$ cat src/rtl/snapshot_capture_ctrl.sv
// Snapshot capture controller: arms on a rising ctrl_word[0], waits for an immediate or external
// trigger, then streams N qualified samples into BRAM through a one-register write pipeline.
module snapshot_capture_ctrl #(
    parameter int DATA_WIDTH = 32,
    parameter int ADDR_WIDTH = 10
) (
    input  logic                  OPB_Clk,
    input  logic                  OPB_Rst,
    input  logic [31:0]           ctrl_word,
    input  logic [DATA_WIDTH-1:0] din,
    input  logic                  din_valid,
    input  logic                  ext_trig,
    output logic [ADDR_WIDTH-1:0] bram_addr,
    output logic [DATA_WIDTH-1:0] bram_data,
    output logic                  bram_we,
    output logic [31:0]           status_word
);

    localparam int CW = ADDR_WIDTH + 1;
    localparam logic [CW-1:0] LAST_IDX = {1'b0, {ADDR_WIDTH{1'b1}}};

    typedef enum logic [1:0] {
        ST_IDLE,
        ST_ARMED,
        ST_CAPTURE,
        ST_DONE
    } state_t;

    state_t        state;
    state_t        state_nxt;
    logic [CW-1:0] count;
    logic [CW-1:0] count_nxt;
    logic          arm_prev;
    logic          hist_vld;
    logic          arm_edge;
    logic          abort;
    logic          trig_sel;
    logic          we_sel;
    logic          qual;
    logic          wr_issue;
    logic [31:0]   count_ext;
    logic [15:0]   count_field;
    logic          unused_ctrl;

    assign abort       = ctrl_word[3];
    assign trig_sel    = ctrl_word[1];
    assign we_sel      = ctrl_word[2];
    assign unused_ctrl = ^ctrl_word[31:4];
    assign qual        = we_sel ? din_valid : 1'b1;

    // hist_vld blocks a level that was already high across reset from looking like an edge.
    assign arm_edge = hist_vld & ctrl_word[0] & ~arm_prev;

    always_comb begin
        state_nxt = state;
        count_nxt = count;
        wr_issue  = 1'b0;
        case (state)
            ST_IDLE, ST_DONE: begin
                if (arm_edge && !abort) begin
                    state_nxt = ST_ARMED;
                    count_nxt = '0;
                end
            end
            ST_ARMED: begin
                if (abort) begin
                    state_nxt = ST_IDLE;
                end else if (!trig_sel || ext_trig) begin
                    state_nxt = ST_CAPTURE;
                end
            end
            ST_CAPTURE: begin
                if (abort) begin
                    state_nxt = ST_IDLE;
                end else if (qual) begin
                    wr_issue  = 1'b1;
                    count_nxt = count + 1'b1;
                    if (count == LAST_IDX) begin
                        state_nxt = ST_DONE;
                    end
                end
            end
            default: state_nxt = ST_IDLE;
        endcase
    end

    always_ff @(posedge OPB_Clk or posedge OPB_Rst) begin
        if (OPB_Rst) begin
            state     <= ST_IDLE;
            count     <= '0;
            arm_prev  <= 1'b0;
            hist_vld  <= 1'b0;
            bram_we   <= 1'b0;
            bram_addr <= '0;
            bram_data <= '0;
        end else begin
            state    <= state_nxt;
            count    <= count_nxt;
            arm_prev <= ctrl_word[0];
            hist_vld <= 1'b1;
            bram_we  <= wr_issue;
            if (wr_issue) begin
                bram_addr <= count[ADDR_WIDTH-1:0];
                bram_data <= din;
            end
        end
    end

    // Count field saturates at 16 bits for deep configurations.
    assign count_ext   = 32'(count);
    assign count_field = (count_ext > 32'd65535) ? 16'hFFFF : count_ext[15:0];

    assign status_word = {count_field, 13'd0,
                          state == ST_ARMED,
                          (state == ST_ARMED) || (state == ST_CAPTURE),
                          state == ST_DONE};

endmodule
$ cat config.mk
export PLATFORM = sky130hd
export DESIGN_NAME = snapshot_capture_ctrl
export DESIGN_NICKNAME = d
export VERILOG_FILES = /design/src/rtl/snapshot_capture_ctrl.sv
export SDC_FILE = /design/constraint.sdc
export NUM_CORES = 1
export LEC_CHECK = 0
export CAP_MARGIN = 0
export CORE_UTILIZATION = 40
export CTS_BUF_LIST = sky130_fd_sc_hd__clkbuf_16
export DETAILED_ROUTE_END_ITERATION = 12
export PLACE_DENSITY = 0.89
export SYNTH_ARGS = -nofsm -noshare
export SYNTH_HDL_FRONTEND = slang
export SYNTH_SLANG_ARGS = --single-unit
export TNS_END_PERCENT = 10
$ cat constraint.sdc
create_clock -name OPB_Clk -period 2.85 [get_ports OPB_Clk]
set_input_delay 0.57 -clock OPB_Clk [delete_from_list [all_inputs] [get_ports OPB_Clk]]
set_output_delay 0.57 -clock OPB_Clk [all_outputs]
set_load 0.005 [all_outputs]
# After elaboration in Yosys (flattened, before gate mapping)
# Cells that the tools add are included.
# Widths: inputs -> output; s select.
[word_totals] regBits=58 inputBits=68 out_inout_bits=75 word_cells=48
[op_classes] n_addsub=1 magnitude_cmp=1 eq_ne=10 muxes=16 n_bitwise=3 reduce_logical=10
[op_table] op="$mux 11" count=3
[op_table] op="$pmux 11 s2" count=1
[op_table] op="$gt 11x16->1 const B" count=1
[op_table] op="$mux 16" count=1
[op_table] op="$mux 2" count=6
[op_table] op="$add 11x1->11 const B" count=1
[op_table] op="$eq 11x10->1 const B" count=1
[op_table] op="$reduce_and 4->1" count=2
[op_table] op="$ne 2x2->1 const B" count=3
[op_table] op="$ne 3x3->1 const B" count=2
[op_table] op="$pmux 2 s3" count=1
[op_table] op="$eq 2x2->1 const B" count=2
[op_table] op="$mux 1" count=4
[op_table] op="$ne 3x2->1 const B" count=1
[op_table] op="$and 1x1->1" count=2
[op_table] op="$eq 2x1->1 const B" count=1
[op_table] op="$logic_not 1->1" count=2
[op_table] op="$logic_not 2->1" count=1
[op_table] op="$logic_or 1x1->1" count=2
[op_table] op="$reduce_bool 2->1" count=1
[op_table] op="$reduce_or 2->1" count=1
[op_table] op="$logic_and 1x1->1" count=1
[op_table] op="$not 1->1" count=1

# Depth between registers and ports, before layout
# Gate-level depths: netlist of run 1.
[logic_depth] depth_word=5 depth_mapped=7 depth_no_buf=6

# Worst setup path before layout of run 1
# OpenSTA, ideal clock, no wires.
[synth_timing] path_type="in2reg" from="input port ctrl_word[2]" to="register state[1]" setup_time_ns=0.128 t_arrival_ns=1.794 path_slack_ns=0.929 stages=4 path_buffers=0 path_cell_list="nor2b_1 or4_4 a221oi_2 mux2_1"
[synth_via] elab_chain_cells=3
[synth_rtl] item="start: declaration" line_no="9" text="input logic [31:0] ctrl_word,"
[synth_rtl] item="$mux 1" line_no="49" text="assign qual = we_sel ? din_valid : 1'b1;"
[synth_rtl] item="$ne 3x3->1 (no source line)"
[synth_rtl] item="$reduce_and 4->1 (no source line)"
[synth_rtl] item="end signal: assignment" line_no="97" text="state <= state_nxt;"
[synth_rtl] item="end: declaration" line_no="29" text="state_t state;"
# No other way between the ends.
# A chain may end at the register's enable or synchronous reset.

# Worst setup path in the final report of run 1
[layout_timing] from="register state[0]" to="output port status_word[1]"
[layout_via] elab_chain_cells=2
[layout_rtl] item="$eq 2x1->1 or $eq 2x2->1 (tied branches)" line_no="115" text="(state == ST_ARMED) || (state == ST_CAPTURE),"
[layout_rtl] item="$logic_or 1x1->1 (*)" line_no="115"
[layout_rtl] item="end: declaration" line_no="16" text="output logic [31:0] status_word"
# Every way passes the cells marked *; elsewhere a longest branch is shown, timed or not.

==> impl_metrics.ini, run 1 <==
[logic_synthesis]
post-synth-top-count-cell = dfrtp_1
synth_cell_types = 39
synth_async_sr_flop_share_pct = 100
seq_area_frac_synth_pct = 55.0
synth_top_area_share_pct = 55.0
synth_area_leaders = dfrtp_1 55%, mux2_2 18%, buf_4 5.1%
syn_area_sq_um = 2640
syn-instance-count = 204
synth_commonest_cells = 58 x dfrtp_1, 42 x mux2_2, 18 x buf_4
yosysTopAreaCell = dfrtp_1
yosys_warnings = 0
synth-edff-count = 0
ys_seq_elements = 58
synthesized_area_divided_by_synthesized_cell_count_sq_um = 12.9
synth_ff_type = dfrtp_1

[timing]
final-hold-violation-count = 0
fin_crit_sh_pct = 81.2
layout_min_cycle_time_ps = 2310
worstMarginPinSlew_ps = 727
maxSlewHeadroom_pct = 51.6
setup_violations = 0
totalNegativeSetupSlack_ps = 0
setup_repair_after_global_routing_missed_its_margin = no
skew_ps = 4.47
max_slew_violations = 0
max_freq_ghz = 0.432

[cts]
clkSlewWorstSetupHoldPaths_ps = 50
ctsRootBufferMaster = clkbuf_16
cts-resized-gates = 0
tritoncts_sinks = 58
clk_path_buf_depth = 2
clkLatencyLatePin_ps = 320
numCtsBuffers = 9
clock_tree.htree_level_count = 3
cts-hold-fix-buffers = 0
cts_tree = built
postCtsSetupRepairBufs = 0

[global_routing]
antenna_found_initial = 0
global_route.overflow_total = 0
grt_pass1_wl_microns = 9580
track_usage_pct = 17.6
largest_net_degree_at_the_start_of_global_routing = 59
via_count_of_the_first_global_routing_pass = 2023

[power_and_ir_drop]
power_density_nw_per_um2 = 881
p_int_uw = 2580
peakVddDrop_mv = 0.520
comb_power_share_pct = 33.7
p_switching_uw = 901
pwr-share-seq_pct = 34.6
static-leakage-power_uw = 0.00173
sw_frac_of_total_pct = 25.9
power.clock.fraction_pct = 31.7
p_total_uw = 3480

[setup_path]
reg2reg_setup_slack_ps = 750
critical_path.reg2reg.startpoint = count[0]$_DFFE_PP0P_
rr_worst_depth = 5
worst-endpoint-required_ps = 2280
arrival_ps = 1740
destination_of_the_critical_timing_path = status_word[1]
crit-reg2reg-capture = state[1]$_DFFE_PP0P_
crit_fanout = 5
worstSetupPathType = flip-flop to primary output
worst_setup_path_start_kind = flip-flop
timing.critical_path.from = state[0]$_DFFE_PP0P_
critPathCaptureType = primary output

[drt]
wirelength_microns = 5600
drt-vias-per-instance = 5.12
dr_total_vias = 1997
drc_errors = 0
first_pass_iters = 4
initial_detailed_routing_violation_count = 131
drt-wirelength-per-cell_microns = 14.3
ant_nets = 0

[floorplan]
die_h_microns = 83.2
ioPinCount = 143
coreArea_sq_um = 6350
dieWidth_microns = 83.2
dieArea_sq_um = 6930
num_rows = 29
initial_standard_cell_utilization_of_the_core_pct = 41.6

[placement]
gp_routability_congestion = 0.793
place.port_buffers = 96
placedInstanceArea_sq_um = 3640
place_hpwl_microns = 3840
placedCellCount = 374

[worst_hold_path]
holdCritStartpoint = bram_addr[6]$_DFFE_PP0P_
hold_class = flip-flop to flip-flop

[final_layout]
antenna_cells_inserted = 0
final_net_count = 380
stdcell_count = 390
drive_above_1_share_pct = 21.4
fillCellCount = 506
area_growth_from_synthesis_to_layout_pct = 49.8
postLayoutCellArea_sq_um = 3950

[outcome]
status = complete, no violations

[run]
maxCapViolations = 0
## per-stage QoR
step	worst slack [ps]	util, %	hold slack, ps
2_1_floorplan	852	-	488
3_3_place_gp	457	57.4	487
3_5_place_dp	412	57.4	495
4_1_cts	520	62.2	506
5_1_grt	451	62.2	518
6_report	536	62.2	501
## flip-flops by register name (all words and copies together), names as in the netlist
register	count
bram_data	32
bram_addr	10
bram_we	1
hist_vld	1
state	2
count	11
arm_prev	1
## critical path, stage by stage (launching register included)
cell and delay, ps:
dfrtp_1 400, inv_1 80, ha_1 360, inv_1 90, clkdlybuf4s50_1 500
## area by class of cell
cell class | instances | area (sq um) | area share [%]
Clock inverter | 7 | 85.1 | 2.15
Clock buffer | 9 | 225 | 5.70
Sequential cell | 58 | 1450 | 36.7
Tap cell | 77 | 96.3 | 2.44
Timing Repair Buffer | 100 | 1000 | 25.4
Inverter | 6 | 22.5 | 0.570
Multi-Input combinational cell | 133 | 1070 | 27.0
## per-layer routing
metal	global-route usage [%]	up-vias	share of wire, %
li1	-	915	-
met3	5.77	10	6.3
met4	7.37	0	1.4
met2	29.6	73	52
met1	20.5	999	41
met5	0	-	0
## cell families (layout without fill, tap and decap cells)
family          after synthesis  in the layout  synth area share, %
flops                        58             58                 55.0
fa+ha+maj                     4              4                 1.90
buf+inv                      30            122                 7.11
simple gates                 43             43                 10.2
mux                          45             45                 19.1
compound gates               22             22                 6.40
other cells                   2             19                0.285
## power groups by stage
stage | Sequential, uW | Combinational [uW] | Clock (uW)
2_1_floorplan | 1230 | 490 | 0
6_report | 1210 | 1170 | 1100
5_1_grt | 1240 | 1270 | 1170
3_3_place_gp | 1200 | 1150 | 0
3_5_place_dp | 1220 | 1180 | 0
4_1_cts | 1210 | 1190 | 1130
## worst min-delay path by stage
stage          slack (ps)                         to  cells past startpoint
6_report              500   bram_addr[6]$_DFFE_PP0P_                      1
5_1_grt               520  bram_data[10]$_DFFE_PP0P_                      1
4_1_cts               510   bram_addr[6]$_DFFE_PP0P_                      1
3_5_place_dp          490   bram_addr[6]$_DFFE_PP0P_                      1
3_3_place_gp          490   bram_data[1]$_DFFE_PP0P_                      1
2_1_floorplan         490      count[10]$_DFFE_PP0P_                      1
## cell usage in the layout, fill, tap and decap left out, types with 2 or more instances in the layout
cell and count:
and3_1 2, or4_1 4, ha_1 4, nand2b_1 4, nor3_1 2, nand2_1 4, nand4_1 5, mux2_2 42
dfrtp_1 58, clkdlybuf4s50_1 96, mux2i_1 2, nor4_1 2, buf_4 3, o31ai_1 7, a21boi_0 3, nand3_1 6
nor2_1 3, conb_1 19, clkinv_2 2, inv_1 6, o21ai_0 4, bufinv_16 2, nor2b_1 2, clkbuf_16 9
Note: power is estimated with default switching activity, not from simulation.
==> inputs of run 2 (changes only) <==
CORE_UTILIZATION = 39   (was 40)
PLACE_DENSITY = 0.87   (was 0.89)
clock period = 2.2 ns   (was 2.85 ns; I/O delays follow)
==> run 2 against run 1 <==
Power grew 34%. Flip-flop and latch count unchanged. The flow now finishes with violations (design-rule violations). Via count up 1.3%. Design area increased by 3.3%. Sequential power is 29% higher. Critical path depth did not move. Combinational power is 38% higher. Critical path type unchanged. Non-clock buffer count is 12 higher.
==> impl_metrics.ini, run 2 (synthesis gave the netlist of run 1 again) <==
[outcome]
status = finished with violations
violations = design-rule violations

[global_routing]
global_route.overflow_total = 0
antenna_found_initial = 0
via_count_of_the_first_global_routing_pass = 2113
track_usage_pct = 17.8
largest_net_degree_at_the_start_of_global_routing = 59
grt_pass1_wl_microns = 9890

[final_layout]
mostFrequentLayoutCells = 96 x clkdlybuf4s50_1, 58 x dfrtp_1, 42 x mux2_2, 19 x conb_1, 14 x buf_4
antenna_cells_inserted = 0
regMostFlops = bram_data
layout.area.seq_sq_um = 1450
final_net_count = 392
largest_regs = bram_data (32), count (11), bram_addr (10)
largest_reg_flops = 32
final_common_cell = clkdlybuf4s50_1
fillCellCount = 512
area_occupied_by_multi_input_gates_sq_um = 1080
area_growth_from_synthesis_to_layout_pct = 54.8
drive_above_1_share_pct = 25.2

[drt]
ant_nets = 0
first_pass_iters = 8
drt-vias-per-instance = 5.03
drc_errors = 10
wirelength_microns = 5870
initial_detailed_routing_violation_count = 96
drt-wirelength-per-cell_microns = 14.6
dr_total_vias = 2022

[floorplan]
dieWidth_microns = 84.3
coreArea_sq_um = 6420
die_h_microns = 84.3
initial_standard_cell_utilization_of_the_core_pct = 41.1
ioPinCount = 143
num_rows = 29
dieArea_sq_um = 7100

[power_and_ir_drop]
power_density_nw_per_um2 = 1140
static-leakage-power_uw = 0.00179
peakVddDrop_mv = 0.727

[timing]
setup_violations = 0
setup_repair_after_global_routing_missed_its_margin = no
layout_min_cycle_time_ps = 2070
fin_crit_sh_pct = 94.3
skew_ps = 4.84
max_slew_violations = 0
finalWorstSetupSlack_ps = 126
final-hold-violation-count = 0
totalNegativeSetupSlack_ps = 0
max_freq_ghz = 0.482

[setup_path]
critical-path-top-cell-by-count = inv_1
rr_worst_depth = 5
crit_fanout = 5
timing.critical_path.slowest_cell_delay_ps = 500
critPathCaptureType = primary output
slowest_stage = clkdlybuf4s50_1
timing.critical_path.cells = inv_1 -> ha_4 -> inv_1 -> clkdlybuf4s50_1
worstSetupPathType = flip-flop to primary output
arrival_ps = 1630
worst_setup_path_start_kind = flip-flop
worst-endpoint-required_ps = 1760

[placement]
gp_routability_congestion = 0.774
place.port_buffers = 96
dpl_worst_slack_ps = -46.2
place_hpwl_microns = 4060

[cts]
clock_tree.htree_level_count = 3
clkLatencyLatePin_ps = 320
ctsRootBufferMaster = clkbuf_16
clk_path_buf_depth = 2
clkSlewWorstSetupHoldPaths_ps = 60
cts_tree = built
numCtsBuffers = 9
tritoncts_sinks = 58

[run]
maxCapViolations = 0

[worst_hold_path]
hold_class = input pin to async pin
run 2: per-stage QoR:
stage / total power, uW / instances / instance area, sq um / utilization, % / hold slack, ps
floorplan: 2220 / 221 / 2700 / - / 471
global placement: 3080 / 385 / 3740 / 58.2 / 488
detailed placement: 3150 / 385 / 3740 / 58.2 / 495
CTS: 4690 / 402 / 4070 / 63.4 / 506
global route: 4920 / 402 / 4080 / 63.6 / 519
finish: 4660 / 402 / 4080 / 63.6 / 492
run 2: worst max-delay path, delay by kind of cell, from the launching register on:
| kind | cells | cell delay (ps) |
|---|---|---|
| buffers and inverters | 3 | 700 |
| flip-flops | 1 | 380 |
| adder cells (fa/ha/maj) | 1 | 230 |
run 2: worst paths after layout:
check                                         start                         to  slack (ps)
max                            state[0]$_DFFE_PP0P_             status_word[1]         130
min                                         OPB_Rst  bram_data[13]$_DFFE_PP0P_         490
max reg2reg                    count[1]$_DFFE_PP0P_       state[1]$_DFFE_PP0P_         250
min reg2reg                bram_addr[7]$_DFFE_PP0P_   bram_addr[7]$_DFFE_PP0P_         500
max in group asynchronous                   OPB_Rst       count[8]$_DFFE_PP0P_        1460
min in group OPB_Clk       bram_addr[7]$_DFFE_PP0P_   bram_addr[7]$_DFFE_PP0P_         500
run 2: final cells by class:
type	count	share of cell area, %
flip-flops and latches	58	35.5
well taps	77	2.36
clock buffers	9	5.51
clock inverters	7	2.48
multi-input cells	133	26.5
inverters	6	0.551
repair buffers	112	27.1
run 2: metal layers:
| layer | global-route usage, % | routed length, microns |
|---|---|---|
| met1 | 20.1 | 2290 |
| met2 | 30.6 | 2990 |
| met3 | 6.78 | 502 |
| met4 | 6.58 | 88 |
| met5 | 0 | 0 |
run 2: report_power, final:
| group | internal (uW) | switching (uW) |
|---|---|---|
| logic | 1030 | 572 |
| registers | 1390 | 169 |
| clock network | 997 | 498 |
run 2: timing repair:
item	in CTS	in global routing
endpoints found under the hold margin	0	0
setup buffers	1	0
hold buffers	0	0
gates resized for setup	0	1
setup endpoints to repair	1	1
